File: src/rtl/uart_pkg.sv
// Shared UART-side definitions: transmitter byte width, arbiter FSM states
// and the round-robin index wrap helper.
package uart_pkg;

  localparam int UART_DATA_W = 8;

  typedef enum logic [1:0] {
    ST_IDLE       = 2'd0,
    ST_ISSUE      = 2'd1,
    ST_WAIT_START = 2'd2,
    ST_WAIT_DONE  = 2'd3
  } arb_state_t;

  // Wraps idx back into 0..n-1; callers never pass idx >= 2*n.
  function automatic int rr_wrap(input int idx, input int n);
    return (idx >= n) ? idx - n : idx;
  endfunction

endpackage

File: src/rtl/uart_tx_arbiter_rr_pick.sv
// Combinational round-robin picker: the first set request at or after ptr,
// searching upwards and wrapping from N-1 back to 0.
module rr_pick
  import uart_pkg::*;
#(
  parameter int N  = 4,
  parameter int PW = $clog2(N)
) (
  input  logic [N-1:0]  req,
  input  logic [PW-1:0] ptr,
  output logic [PW-1:0] winner,
  output logic          any_valid
);

  logic [PW-1:0] idx_s;

  // Walk the search order backwards so the candidate closest to ptr is written last.
  always_comb begin
    winner    = '0;
    any_valid = |req;
    idx_s     = '0;
    for (int k = N - 1; k >= 0; k--) begin
      idx_s  = PW'(rr_wrap(int'(ptr) + k, N));
      winner = req[idx_s] ? idx_s : winner;
    end
  end

endmodule

File: src/rtl/uart_tx_arbiter.sv
// Round-robin arbiter sharing one UART transmitter between NUM_REQ byte
// producers; issues one byte at a time and follows the transmitter's tx_busy.
module uart_tx_arbiter
  import uart_pkg::*;
#(
  parameter int NUM_REQ       = 4,
  parameter int DATA_W        = UART_DATA_W,
  parameter int START_TIMEOUT = 4096
) (
  input  logic                       system_clk,
  input  logic                       reset,
  input  logic [NUM_REQ-1:0]         req_valid,
  input  logic [NUM_REQ*DATA_W-1:0]  req_data,
  output logic [NUM_REQ-1:0]         req_ready,
  output logic [DATA_W-1:0]          tx_din,
  output logic                       tx_wr_en,
  input  logic                       tx_busy,
  output logic [$clog2(NUM_REQ)-1:0] grant_id,
  output logic                       active,
  output logic                       err_timeout
);

  localparam int PTR_W = $clog2(NUM_REQ);
  localparam int CNT_W = $clog2(START_TIMEOUT + 1);
  localparam logic [CNT_W-1:0] CNT_LAST = CNT_W'(START_TIMEOUT - 1);

  arb_state_t         state_r, state_nx_s;
  logic               busy_m_r, busy_s_r;
  logic [PTR_W-1:0]   rr_ptr_r, win_s, grant_id_r;
  logic               any_s;
  logic [CNT_W-1:0]   cnt_r;
  logic               start_s, accept_s, timeout_s, done_s;
  logic [NUM_REQ-1:0] req_ready_r;
  logic [DATA_W-1:0]  tx_din_r;
  logic               tx_wr_en_r, active_r, err_timeout_r;

  rr_pick #(.N(NUM_REQ), .PW(PTR_W)) u_pick (
    .req       (req_valid),
    .ptr       (rr_ptr_r),
    .winner    (win_s),
    .any_valid (any_s)
  );

  // Two-flop synchroniser for the transmitter's busy flag.
  always_ff @(posedge system_clk) begin
    if (reset) begin
      busy_m_r <= 1'b0;
      busy_s_r <= 1'b0;
    end else begin
      busy_m_r <= tx_busy;
      busy_s_r <= busy_m_r;
    end
  end

  // Next-state decode and single-cycle event strobes.
  always_comb begin
    state_nx_s = state_r;
    start_s    = 1'b0;
    accept_s   = 1'b0;
    timeout_s  = 1'b0;
    done_s     = 1'b0;
    case (state_r)
      ST_IDLE: begin
        // A busy transmitter here is owned elsewhere; wait for it to drop.
        if (any_s && !busy_s_r) begin
          start_s    = 1'b1;
          state_nx_s = ST_ISSUE;
        end else begin
          state_nx_s = ST_IDLE;
        end
      end
      ST_ISSUE: state_nx_s = ST_WAIT_START;
      ST_WAIT_START: begin
        if (busy_s_r) begin
          accept_s   = 1'b1;
          state_nx_s = ST_WAIT_DONE;
        end else if (cnt_r == CNT_LAST) begin
          timeout_s  = 1'b1;
          state_nx_s = ST_IDLE;
        end else begin
          state_nx_s = ST_WAIT_START;
        end
      end
      ST_WAIT_DONE: begin
        if (!busy_s_r) begin
          done_s     = 1'b1;
          state_nx_s = ST_IDLE;
        end else begin
          state_nx_s = ST_WAIT_DONE;
        end
      end
      default: state_nx_s = ST_IDLE;
    endcase
  end

  // State, registered outputs, round-robin pointer and start timeout counter.
  always_ff @(posedge system_clk) begin
    if (reset) begin
      state_r       <= ST_IDLE;
      active_r      <= 1'b0;
      tx_wr_en_r    <= 1'b0;
      err_timeout_r <= 1'b0;
      req_ready_r   <= '0;
      tx_din_r      <= '0;
      grant_id_r    <= '0;
      rr_ptr_r      <= '0;
      cnt_r         <= '0;
    end else begin
      state_r       <= state_nx_s;
      active_r      <= (state_nx_s != ST_IDLE);
      tx_wr_en_r    <= start_s;
      err_timeout_r <= timeout_s;
      req_ready_r   <= accept_s ? (NUM_REQ'(1) << grant_id_r) : '0;
      if (start_s) begin
        tx_din_r   <= req_data[win_s*DATA_W +: DATA_W];
        grant_id_r <= win_s;
      end
      // Only a completed frame moves the pointer; a timed-out requester keeps priority.
      if (done_s) begin
        rr_ptr_r <= PTR_W'(rr_wrap(int'(grant_id_r) + 1, NUM_REQ));
      end
      if (state_r == ST_ISSUE) begin
        cnt_r <= '0;
      end else if (state_r == ST_WAIT_START && cnt_r != '1) begin
        cnt_r <= cnt_r + CNT_W'(1);
      end
    end
  end

  assign req_ready   = req_ready_r;
  assign tx_din      = tx_din_r;
  assign tx_wr_en    = tx_wr_en_r;
  assign grant_id    = grant_id_r;
  assign active      = active_r;
  assign err_timeout = err_timeout_r;

endmodule

File: config.mk
export PLATFORM = sky130hd
export DESIGN_NAME = uart_tx_arbiter
export DESIGN_NICKNAME = d
export VERILOG_FILES = /design/src/rtl/uart_pkg.sv /design/src/rtl/uart_tx_arbiter_rr_pick.sv /design/src/rtl/uart_tx_arbiter.sv
export SDC_FILE = /design/constraint.sdc
export NUM_CORES = 1
export LEC_CHECK = 0
export ABC_AREA = 1
export CAP_MARGIN = 20
export CORE_MARGIN = 2
export CORE_UTILIZATION = 48
export CTS_CLUSTER_DIAMETER = 100
export DETAILED_ROUTE_END_ITERATION = 8
export PLACE_DENSITY = 0.8
export SLEW_MARGIN = 10
export SYNTH_ARGS = -nofsm -noshare
export SYNTH_HDL_FRONTEND = slang
export SYNTH_HIERARCHICAL = 1
export SYNTH_SLANG_ARGS = --single-unit
File: constraint.sdc
create_clock -name system_clk -period 2.53 [get_ports system_clk]
set_input_delay 0.3795 -clock system_clk [delete_from_list [all_inputs] [get_ports system_clk]]
set_output_delay 0.3795 -clock system_clk [all_outputs]
set_load 0.02 [all_outputs]
Yosys cells after proc, flatten, opt, wreduce, memory -nomap -nowiden
Index checks and enable logic that the tools add are counted.
{"block": "classes", "n_reduce_logical": 9, "magnitude_cmp": 9, "shifts": 2, "n_addsub": 10, "muxes": 29, "bitwise": 2, "n_eq_ne": 5}
{"operator": "indexed part select 32 x 6 -> 8 bit", "count": 1}
{"operator": "two-way mux 2 bit", "count": 12}
{"operator": "adder 13 x 1 -> 13 bit, second input constant", "count": 1}
{"operator": "== test 13 x 12 -> 1 bit, second input constant", "count": 1}
{"operator": "inequality test 13 bit, second input constant", "count": 1}
{"operator": ">= comparator 3 bit, second input constant", "count": 4}
{"operator": "less-than comparator 2 x 3 -> 1 bit, second input constant", "count": 4}
{"operator": "two-way mux 1 bit", "count": 12}
{"operator": "subtractor 2 x 1 -> 2 bit, second input constant", "count": 5}
{"operator": "binary-select mux 1 bit (select 2 bit)", "count": 4}
{"operator": "one-hot mux 2 bit (4 select lines)", "count": 1}
{"operator": "adder 2 x 1 -> 3 bit, second input constant", "count": 2}
{"operator": "adder 2 x 2 -> 3 bit, second input constant", "count": 2}
{"operator": "== test 2 bit, second input constant", "count": 2}
{"operator": "OR reduction 2 bit", "count": 2}
{"operator": "OR reduction 4 bit", "count": 1}
{"operator": "left shift 1 x 2 -> 4 bit, first input constant", "count": 1}
{"operator": ">= comparator 2 x 3 -> 1 bit, second input constant", "count": 1}
{"operator": "OR reduction 3 bit", "count": 1}
{"operator": "== test 2 x 1 -> 1 bit, second input constant", "count": 1}
{"operator": "logical AND 1 bit", "count": 2}
{"operator": "logical NOT 2 bit", "count": 1}
{"operator": "inverter 1 bit", "count": 2}
{"operator": "nonzero test 2 bit", "count": 1}
{"operator": "logical NOT 1 bit", "count": 1}
{"block": "totals", "in_bits": 39, "register_bits": 36}

Depth between registers and ports, before layout
Gate-level depths: netlist (run 1).
{"block": "depth", "ltp_word": 10, "ltp_mapped": 17}

By module
The synthesis (run 1) kept the hierarchy.
{"mod": "uart_tx_arbiter", "area_per_inst_um2": 1796.7, "seq_area_each_um2": 720.7, "instances": 1, "cells_each": 263}
{"mod": "rr_pick", "area_per_inst_um2": 198.9, "seq_area_each_um2": 0.0, "instances": 1, "cells_each": 44}

Worst setup path before layout (run 1)
OpenSTA, ideal clock, no wires.
{"block": "synth_timing", "path_kind": "reg2reg", "start": "reg rr_ptr_r[0]", "end": "reg tx_din_r[6], in the netlist tx_din[6]", "path_buffers": 3, "required_ns": 2.417, "stages_incl_launch_ff": 16, "setup_ns": 0.113, "arrival_time_ns": 1.667, "slack_ns": 0.750, "cell_sequence": "dfxtp_1 > buf_6 > o21ai_1 > nand2_2 > nand3_1 > nand2_1 > nand2_1 > nand2_1 > inv_1 > buf_2 > inv_1 > buf_2 > o21ai_0 > o22ai_1 > o21ai_1 > inv_1"}
{"block": "synth_between", "elab_chain_cells": 10, "elab_cells_between_ends": 28, "classes_between": "add/sub (7); order compare (4); shift (1); mux (16)"}
{"element": "start, declared", "line_no": "uart_tx_arbiter.sv:29", "source": "logic [PTR_W-1:0] rr_ptr_r, win_s, grant_id_r;"}
{"element": "start signal, assigned", "line_no": "uart_tx_arbiter.sv:120", "source": "rr_ptr_r <= PTR_W'(rr_wrap(int'(grant_id_r) + 1, NUM_REQ));"}
{"element": "adder 2 x 2 -> 3 bit", "line_no": "uart_tx_arbiter_rr_pick.sv:23", "source": "idx_s = PW'(rr_wrap(int'(ptr) + k, N));"}
{"element": ">= comparator 3 bit or subtractor 2 x 1 -> 2 bit (tied branches)", "line_no": "uart_pkg.sv:16", "source": "return (idx >= n) ? idx - n : idx;"}
{"element": "two-way mux 2 bit", "line_no": "uart_pkg.sv:16"}
{"element": "binary-select mux 1 bit (select 2 bit)", "line_no": "uart_tx_arbiter_rr_pick.sv:24", "source": "winner = req[idx_s] ? idx_s : winner;"}
{"element": "two-way mux 1 bit (not written as such)", "line_no": "uart_tx_arbiter_rr_pick.sv:24"}
{"element": "two-way mux 2 bit (3 in series)", "line_no": "uart_tx_arbiter_rr_pick.sv:24"}
{"element": "two-way mux 2 bit *", "line_no": "uart_tx_arbiter_rr_pick.sv:24"}
{"element": "named net win_s[0]", "line_no": "uart_tx_arbiter.sv:29"}
{"element": "indexed part select 32 x 6 -> 8 bit *", "line_no": "uart_tx_arbiter.sv:115", "source": "tx_din_r <= req_data[win_s*DATA_W +: DATA_W];"}
{"element": "end signal, assigned", "line_no": "uart_tx_arbiter.sv:115"}
{"element": "end, declared", "line_no": "uart_tx_arbiter.sv:34", "source": "logic [DATA_W-1:0] tx_din_r;"}
The timed path passes the listed nets; every way through them passes the cells marked *. The select of a mux whose other input is x is not followed.
A chain may end at the register's enable or synchronous reset.

Worst setup path after layout (run 1)
{"block": "layout_timing", "start": "reg rr_ptr_r[0]", "end": "reg tx_din_r[5], in the netlist tx_din[5]"}
Same word-level chain as after synthesis.

==> summary.md, run 1 <==
| Metric | Value |
|---|---|
| Mapped Area | `about 2000 um^2` |
| Largest net degree at the start of global routing | `17` |
| Share of layout cells above drive strength 1 | `8.26%` |
| Vias in the first global route | `between 1500 and 2000` |
| Die span in x | `about 68 um` |
| Die ar. | `4690 um^2` |
| Synth area leaders | `dfxtp_1 36%, nand2_1 13%, nor2_1 9.0%, inv_1 7.0%, o21ai_0 6.3%` |
| Nets | `403` |
| Clock skew | `1.72 ps` |
| TNS Setup | `0 ps` |
| Ys flop type | `dfxtp_1` |
| DR DRC count | `0` |
| Largest area contributor in the netlist | `dfxtp_1` |
| WL final | `4430 um` |
| P_leak | `1.14 nW` |
| Worst-path fanout max | `16` |
| Area fraction of the dominant cell type after synthesis | `36.1%` |
| Root Buffer | `clkbuf_8` |
| Post-synth EDFFs | `0` |
| I/O Buffers | `55` |
| Final Hold Fails | `0` |
| Pre-CTS setup slack | `233 ps` |
| Sequential cell area | `721 um^2` |
| Wire length per cell | `10.7 um` |
| Synth async-reset ratio | `0%` |
| # setup viols final | `0` |
| RSZ-0062 raised after global routing | `false` |
| Drt initial violations | `91` |
| Cell family with most CP delay | `flip-flops` |
| GRT Util Overall | `a little over a fifth` |
| Slowest cell on crit path | `dfxtp_1` |
| Cts hold-fix bufs | `0` |
| Clk buf depth | `2` |
| Setup ws final | `538 ps` |
| Vias | `2021` |
| Critical setup path kind | `reg -> reg` |
| Routed Antenna Nets | `0` |
| Antenna cells | `0` |
| Detail-routed via count per cell | `4.89` |
| Clock sinks | `36` |
| WP data required | `2710 ps` |
| Crit path buffers/inverters | `4` |
| Crit. End Element | `flip-flop` |
| Placer's final routability congestion estimate | `0.806` |
| Synthesized netlist net count | `347` |
| Multi-input gate area | `1060 um^2` |
| Post-synthesis sequential area ratio | `36.1%` |
| CTS clk-pin slew, worst paths | `around 70 ps` |
| Critical path arrival | `2170 ps` |
| Syn. warnings | `6` |
| Pwr Density | `584 nW/um^2` |
| CTS tree | `done` |
| Antenna violations before repair | `0` |
| DP Wirelength | `3500 um` |
| Worst setup SP type | `flip-flop` |
| Maxcap violations | `0` |
| Die height | `68.5 um` |
| Final min period | `1990 ps` |
| Tcrit/Tclk final | `78.7%` |
| Top cells by count, synth | `69 x nand2_1, 48 x nor2_1, 37 x inv_1` |
| First-pass GRT wire length | `7660 um` |
| Total CTS buffers | `5` |
| Largest stage delay on the critical path | `560 ps` |
| Peak supply drop | `276 uV` |
| Cells after synthesis | `307` |
| Mapped Avg Cell Area | `6.50 um^2` |
| DRT Pass-1 Iters | `4` |
| Top-level port count | `between 50 and 60` |
| H-tree levels | `2` |
| Fmax | `502 MHz` |
| Post-CTS setup buffers | `0` |
| Final max-slew violation count | `0` |
| Core area | `~4000 um^2` |
| Row Count | `23` |
| GR Overflow Total | `0` |
| Clk Latency, worst-skew pair | `280 ps` |
| Synth Register Bits | `36` |
| Number of fill cells | `between 300 and 400` |
| Post_cts resized | `0` |
| Worst path cell trace | `inv_4 > nand2_2 > nand3_1 > nand2_1 > nand3_1 > nand3_1 > nand2_1 > inv_1 > inv_1 > o21ai_0 > o22ai_1 > o21ai_1 > inv_1` |
| Syn-to-layout area delta | `34.1%` |
| Measured slew at the worst slew-check pin | `391 ps` |
| Synth cell types | `31` |
| Outcome | `finished clean` |
| Slew headroom | `73.9%` |
| Most common cell in the netlist | `nand2_1` |
| Hold Crit Class | `reg -> reg` |
| Initial core utilization | `49.9%` |
==> cell families after synthesis <==
family | count (synthesis) | synth area share (%)
simple gates | 155 | 35.0
compound gates | 56 | 14.6
buf+inv | 53 | 11.0
flops | 36 | 36.1
xor+xnor | 6 | 2.63
fa+ha+maj | 1 | 0.627
==> placed cells by master, fill, tap and decap left out, types with 2 or more instances in the layout <==
cell type        instances
nand2_1                 69
nor3_1                   2
o21ai_1                  8
xnor2_1                  2
inv_2                    6
dfxtp_1                 36
nand2_2                  3
nor2_2                   5
nor2_1                  48
o22ai_1                  8
xor2_1                   4
clkbuf_8                 7
a21oi_1                 14
nand4_1                  5
inv_1                   37
buf_4                    3
nand3_1                 16
clkdlybuf4s50_1         55
o21ai_0                 25
==> registers in the layout, indices dropped and copies added (netlist names) <==
signal       cells
busy_s_r         1
req_ready        4
grant_id         2
tx_wr_en         1
active           1
tx_din           8
busy_m_r         1
state_r          2
err_timeout      1
rr_ptr_r         2
cnt_r           13
==> layer usage <==
| metal | global-route usage, % | routed length [um] | vias to the layer above |
|---|---|---|---|
| met2 | 36.7 | 2090 | 61 |
| met1 | 24.6 | 1940 | 865 |
| met4 | 5.25 | 25 | 0 |
| li1 | - | - | 1090 |
| met3 | 8.55 | 374 | 5 |
| met5 | 0 | 0 | - |
==> metrics by stage <==
step | hold slack (ps) | area (um^2) | util [%] | total power, mW | cells
after floorplan | 388 | 2000 | - | 0.957 | 307
after global placement | 400 | 2580 | 64.5 | 1.14 | 406
after detailed placement | 397 | 2580 | 64.5 | 1.15 | 406
after CTS | 411 | 2680 | 66.9 | 1.58 | 413
after global routing | 442 | 2680 | 66.9 | 1.66 | 413
final | 405 | 2680 | 66.9 | 1.56 | 413
==> worst min-delay path, stage by stage, from the launching register on <==
cell	delay (ps)
dfxtp_1	300
inv_1	40
nor2_1	30
==> cell type report <==
| cell class | count | share of cell area, % |
|---|---|---|
| Clock buffer | 7 | 3.60 |
| Multi-Input combinational cell | 218 | 39.5 |
| Inverter | 44 | 6.26 |
| Timing Repair Buffer | 58 | 21.4 |
| Tap cell | 50 | 2.34 |
| Sequential cell | 36 | 26.9 |
==> report_power, final <==
| group | switching [mW] | internal, mW | leakage [nW] | total [mW] |
|---|---|---|---|---|
| registers | 0.0364 | 0.616 | 0.294 | 0.652 |
| clock network | 0.186 | 0.242 | 0.0503 | 0.428 |
| logic | 0.270 | 0.213 | 0.795 | 0.483 |
| total | 0.493 | 1.07 | 1.14 | 1.56 |
==> final timing paths <==
| path | start | to | slack [ps] | cells past startpoint |
|---|---|---|---|---|
| worst max register to register | rr_ptr_r[0]$_SDFFE_PP0P_ | tx_din[5]$_SDFFE_PP0P_ | 540 | 13 |
| worst min register to register | busy_m_r$_SDFF_PP0_ | busy_s_r$_SDFF_PP0_ | 410 | 2 |
| worst min-delay path | busy_m_r$_SDFF_PP0_ | busy_s_r$_SDFF_PP0_ | 410 | 2 |
| worst max-delay path | rr_ptr_r[0]$_SDFFE_PP0P_ | tx_din[5]$_SDFFE_PP0P_ | 540 | 13 |
No activity file was read; power rests on OpenSTA's default activity.
==> inputs of run 2 (changes only) <==
clock period = 2.1 ns   (was 2.53 ns; I/O delays follow)
==> run 2 against run 1 <==
  * Final area grew 1.7%
  * Sequential cell count did not move
  * Critical endpoint is now tx_din[4]$_SDFFE_PP0P_
  * Clock-buffer cell count decreased by 1
  * Cell count rose by 0.73%
  * Clock skew is 5.6 ps higher
  * Core utilization increased by 1.2 points
  * Combinational power is 28% higher
  * Worst hold slack improved by 6.3 ps
  * Power up 27%
  * First-iteration DRC count is 5.5% lower
  * Via count rose by 0.74%
==> summary.md, run 2 (same netlist as run 1, synthesis figures left out) <==
| Metric | Value |
|---|---|
| Vias | `2036` |
| Drt initial violations | `86` |
| Peak supply drop | `338 uV` |
| DR DRC count | `0` |
| Tcrit/Tclk final | `90.5%` |
| WP data required | `2280 ps` |
| Root Buffer | `clkbuf_8` |
| Hold WS | `412 ps` |
| Clock skew | `7.32 ps` |
| Placer's final routability congestion estimate | `about 0.87` |
| Final min period | `1900 ps` |
| P_leak | `1.15 nW` |
| Number of fill cells | `348` |
| WHS Path Cells | `2` |
| I/O Buffers | `55` |
| Hold Crit Class | `reg -> reg` |
| Row Count | `23` |
| DP Wirelength | `around 3500 um` |
| Routed Antenna Nets | `0` |
| Hold endpoint | `busy_s_r$_SDFF_PP0_` |
| Largest net degree at the start of global routing | `18` |
| RSZ-0062 raised after global routing | `true` |
| Syn-to-layout area delta | `36.4%` |
| Die height | `just under 70 um` |
| Core area | `4000 um^2` |
| Final Hold Fails | `0` |
| Hold path start | `busy_m_r$_SDFF_PP0_` |
| Clock sinks | `36` |
| Fmax | `526 MHz` |
| Post-CTS setup buffers | `0` |
| Slew headroom | `74.3%` |
| Fin area | `2720 um^2` |
| Crit. End Element | `flip-flop` |
| Cells after DPL | `407` |
| Clk buf depth | `2` |
| Initial core utilization | `around half` |
| Die ar. | `4690 um^2` |
| Antenna violations before repair | `0` |
| Worst Setup SP | `req_valid[3]` |
| Nets | `405` |
| DRT Pass-1 Iters | `4` |
| Largest Register | `cnt_r` |
| H-tree levels | `2` |
| Worst setup SP type | `primary input` |
| Critical setup path kind | `in -> reg` |
| Reg-to-Reg End | `tx_din[4]$_SDFFE_PP0P_` |
| First-pass GRT wire length | `about 7700 um` |
| Measured slew at the worst slew-check pin | `385 ps` |
| Post-Layout Cell Count | `416` |
| Antenna cells | `0` |
| Largest register FFs | `13` |
| Detail-routed via count per cell | `4.89` |
| GRT Util Overall | `21.9%` |
| Worst reg-to-reg path cell count | `13` |
| Vias in the first global route | `1858` |
| Reg2reg setup slack | `260 ps` |
| GR Overflow Total | `0` |
| Maxcap violations | `0` |
| Final max-slew violation count | `0` |
| # setup viols final | `0` |
| Most frequent cells in the layout | `69 x nand2_1, 55 x clkdlybuf4s50_1, 48 x nor2_1` |
| Top-level port count | `56` |
| Clk Latency, worst-skew pair | `280 ps` |
| WL final | `4520 um` |
| CTS clk-pin slew, worst paths | `roughly 70 ps` |
| Commonest non-fill, non-tap cell in the layout | `nand2_1` |
| Die span in x | `68.5 um` |
| Share of layout cells above drive strength 1 | `9.56%` |
| Reg2reg start | `rr_ptr_r[1]$_SDFFE_PP0P_` |
| Outcome | `finished clean` |
| Worst-path fanout max | `8` |
| CTS tree | `done` |
| Critical path arrival | `2080 ps` |
| Wire length per cell | `10.9 um` |
| Placed Area | `around 2600 um^2` |
| Total CTS buffers | `5` |
| Pwr Density | `731 nW/um^2` |
## run 2: cell count changes in the layout (fill, tap and decap cells not counted), sizes merged
cell | before | now
clkinvlp | 0 | 2
buf | 3 | 4
bufinv | 0 | 1
clkbuf | 7 | 6
clkinv | 0 | 1
inv | 44 | 43
## run 2: final cells by class
type | count | area (um^2) | share of cell area, %
multi-input cells | 218 | 1060 | 38.8
flip-flops and latches | 36 | 722 | 26.5
well taps | 50 | 62.6 | 2.30
clock inverters | 2 | 35.0 | 1.29
inverters | 44 | 174 | 6.39
clock buffers | 6 | 72.6 | 2.67
repair inverters | 1 | 7.51 | 0.276
repair buffers | 59 | 593 | 21.8
## run 2: where the power goes
part           total, mW  switching, mW  internal [mW]
Combinational      0.617          0.340          0.277
Clock              0.587          0.235          0.352
Sequential         0.785         0.0434          0.742
Total               1.99          0.619           1.37
## run 2: through the flow
step	utilization [%]	power, mW	setup TNS [ps]	setup slack [ps]
3_5_place_dp	65.0	1.40	-1020	-140
6_report	68.1	1.99	0	199
2_1_floorplan	-	1.15	0	320
4_1_cts	67.7	1.99	0	127
3_3_place_gp	65.0	1.39	-496	-74.8
5_1_grt	68.1	2.11	-111	-37.1
## run 2: metal layers
layer | up-vias | wire (um) | GRT usage [%]
met5 | - | 0 | 0
met4 | 0 | 61 | 9.00
met3 | 5 | 348 | 7.07
met2 | 58 | 2130 | 36.9
met1 | 881 | 1990 | 25.3
li1 | 1092 | - | -
## run 2: worst max-delay path, cell delays in order
cell and delay (ps):
clkdlybuf4s50_1 480, inv_2 50, o21ai_1 170, nand2_2 70, nand3_1 110, nand2_1 60
nand2_1 50, nand2_1 80, inv_4 110, clkinvlp_4 160, o21ai_0 180, o22ai_1 90
o21ai_1 110, inv_1 40
## run 2: how the worst max path moves through the flow
stage,end,slack [ps],cells past startpoint
after floorplan,tx_din[6]$_SDFFE_PP0P_,320,15
after global placement,tx_din[1]$_SDFFE_PP0P_,-70,14
after detailed placement,tx_din[1]$_SDFFE_PP0P_,-140,14
after CTS,tx_din[1]$_SDFFE_PP0P_,130,12
after global routing,tx_din[2]$_SDFFE_PP0P_,-40,14
final,tx_din[4]$_SDFFE_PP0P_,200,14
## run 2: repair_timing
item / CTS / global route
endpoints found under the setup margin: 0 / 8
hold buffers: 0 / 0
resized for setup: 0 / 13
==> inputs of run 3 (changes only) <==
==> constraint.sdc (replaced) <==
create_clock -name system_clk -period 2.1 [get_ports system_clk]
set_input_delay 0.63 -clock system_clk [delete_from_list [all_inputs] [get_ports system_clk]]
set_output_delay 0.63 -clock system_clk [all_outputs]
set_load 0.02 [all_outputs]
==> run 3 against run 2 <==
  * Global-route usage up 1.1 points
  * Final area rose by 7.0%
  * First-iteration DRC count increased by 57%
  * Clock power grew 3.9%
  * Combinational power increased by 16%
  * Register-to-register slack got worse by 170 ps
  * Worst setup slack got worse by 110 ps
  * Sequential cell count unchanged
  * Non-clock buffer count rose by 13
  * Power is 6.3% higher
  * Maximum frequency down 5.3%
  * Die area stayed put
  * Critical path type is now reg -> reg
  * Largest power group unchanged
==> summary.md, run 3 (same netlist as run 1, synthesis figures left out) <==
| Metric | Value |
|---|---|
| Outcome | `finished clean` |
| Multi-input gate area | `1130 um^2` |
| Reg2reg setup slack | `around 90 ps` |
| Crit. End Element | `flip-flop` |
| Crit path buffers/inverters | `4` |
| Die ar. | `4690 um^2` |
| Maxcap violations | `0` |
| Fmax | `roughly 500 MHz` |
| Sequential cell area | `726 um^2` |
| Final max-slew violation count | `0` |
| Hold WS | `408 ps` |
| Wire length per cell | `11.8 um` |
| WP data required | `between 2000 and 2500 ps` |
| Drt initial violations | `between 100 and 150` |
| Peak supply drop | `421 uV` |
| Worst setup SP type | `flip-flop` |
| Clock skew | `3.52 ps` |
| I/O Buffers | `55` |
| Number of fill cells | `about 330` |
| Clk Latency, worst-skew pair | `around 290 ps` |
| Most frequent cells in the layout | `63 x nand2_1, 51 x clkdlybuf4s50_1, 46 x nor2_1` |
| DRT Pass-1 Iters | `5` |
| Cell family with most CP delay | `buffers and inverters` |
| Pwr Density | `between 700 and 800 nW/um^2` |
| Cts hold-fix bufs | `0` |
| Tcrit/Tclk final | `95.7%` |
| Critical setup path kind | `reg -> reg` |
| Root Buffer | `clkbuf_8` |
| Antenna cells | `0` |
| Slew headroom | `80.6%` |
| Hold path start | `busy_m_r$_SDFF_PP0_` |
| Row Count | `23` |
| Critical path arrival | `2200 ps` |
| Finished Core Util | `72.8%` |
| Initial core utilization | `49.9%` |
| Syn-to-layout area delta | `46.0%` |
| Final min period | `2010 ps` |
| Die span in x | `68.5 um` |
| WHS Path Cells | `2` |
| Top cell by count, worst path | `nand2_1` |
| Total CTS buffers | `5` |
| Slowest cell on crit path | `dfxtp_4` |
| Routed Antenna Nets | `0` |
| First-pass GRT wire length | `approximately 8100 um` |
| Placer's final routability congestion estimate | `0.889` |
| Hold Crit Class | `reg -> reg` |
| GRT Util Overall | `23.0%` |
| Commonest non-fill, non-tap cell in the layout | `nand2_1` |
| CTS tree | `done` |
| Detail-routed via count per cell | `4.97` |
| Core area | `4000 um^2` |
| Worst path cell trace | `xnor2_1 > nand2_1 > nand3_2 > nand2_2 > nand2_1 > nand2_1 > inv_2 > clkinvlp_4 > buf_12 > o21ai_2 > o22ai_2 > o21ai_1 > inv_1` |
| Reg-to-Reg End | `tx_din[5]$_SDFFE_PP0P_` |
| Measured slew at the worst slew-check pin | `290 ps` |
| Reg2reg start | `rr_ptr_r[0]$_SDFFE_PP0P_` |
| Clock sinks | `36` |
| Largest stage delay on the critical path | `about 400 ps` |
| Vias in the first global route | `1948` |
| Clk buf depth | `2` |
| # setup viols final | `0` |
| Die height | `68.5 um` |
| Setup ws final | `between 90 and 100 ps` |
| GR Overflow Total | `0` |
| Antenna violations before repair | `0` |
| DP Wirelength | `around 3600 um` |
| Worst reg-to-reg path cell count | `13` |
| Top-level port count | `56` |
| Vias | `around 2100` |
| Share of layout cells above drive strength 1 | `a little under a fifth` |
| H-tree levels | `2` |
| Pre-CTS setup slack | `-530 ps` |
| Worst-path fanout max | `10` |
| Nets | `approximately 420` |
| Largest Register | `cnt_r` |
| CTS clk-pin slew, worst paths | `70 ps` |
| P_leak | `1.24 nW` |
| Final Hold Fails | `0` |
| Largest register FFs | `13` |
| Largest net degree at the start of global routing | `18` |
| DR DRC count | `0` |
| WL final | `5030 um` |
| Hold endpoint | `busy_s_r$_SDFF_PP0_` |
[run 3: changes by cell type in the layout (fill, tap and decap cells not counted), moves of 3 or more]
cell             delta
nand2_1             -6
nand3_2             +5
nand2_2             +6
inv_2               +4
o21ai_2             +4
nand3_1             -5
clkdlybuf4s50_1     -4
inv_1               -3
buf_4              +10
[run 3: cell type report]
| type | count | share of cell area (%) |
|---|---|---|
| timing repair buffer | 72 | 24.5 |
| clock inverter | 3 | 1.46 |
| sequential | 36 | 24.9 |
| inverter | 44 | 5.88 |
| multi-input combinational | 218 | 38.7 |
| tap | 50 | 2.15 |
| clock buffer | 5 | 2.36 |
[run 3: worst reg2reg max path, stage by stage, from the launching register on]
cell and delay [ps]:
dfxtp_4 400, xnor2_1 280, nand2_1 150, nand3_2 120, nand2_2 50, nand2_1 50, nand2_1 60, inv_2 100
clkinvlp_4 170, buf_12 170, o21ai_2 130, o22ai_2 80, o21ai_1 130, inv_1 40
[run 3: worst max path at each step]
stage                                   startpoint                     end  slack (ps)  depth (start not counted)
after floorplan                       req_valid[3]  tx_din[6]$_SDFFE_PP0P_         110                         15
after global placement                req_valid[3]  tx_din[1]$_SDFFE_PP0P_        -400                         14
after detailed placement              req_valid[3]  tx_din[1]$_SDFFE_PP0P_        -530                         14
after CTS                 rr_ptr_r[0]$_SDFFE_PP0P_  tx_din[1]$_SDFFE_PP0P_          10                         14
after global routing      rr_ptr_r[0]$_SDFFE_PP0P_  tx_din[5]$_SDFFE_PP0P_         -60                         13
final                     rr_ptr_r[0]$_SDFFE_PP0P_  tx_din[5]$_SDFFE_PP0P_          90                         13
[run 3: stage by stage]
| stage | instances | cell area (um^2) | power [mW] | TNS [ps] |
|---|---|---|---|---|
| detailed placement | 413 | 2650 | 1.42 | -4220 |
| global placement | 413 | 2650 | 1.41 | -3330 |
| CTS | 425 | 2850 | 2.09 | 0 |
| global route | 428 | 2910 | 2.23 | -161 |
| floorplan | 307 | 2000 | 1.15 | 0 |
| finish | 428 | 2910 | 2.11 | 0 |
[run 3: what timing repair did]
item | in CTS | in global routing
pin swaps | 9 | 13
setup buffers | 3 | 3
setup endpoints to repair | 8 | 8
cloned | 1 | 0
resized for setup | 27 | 23
[run 3: report_power, final]
part	switching, mW	internal (mW)	total, mW
Sequential	0.0456	0.741	0.787
Clock	0.259	0.351	0.610
Combinational	0.377	0.341	0.718
Total	0.682	1.43	2.11
[run 3: routing by layer]
metal,part of all wire [%],track usage [%],up-vias
met5,0,0,-
met4,2.2,8.75,0
met3,7.8,7.07,10
met2,49,40.6,68
met1,41,25.6,929
li1,-,-,1119
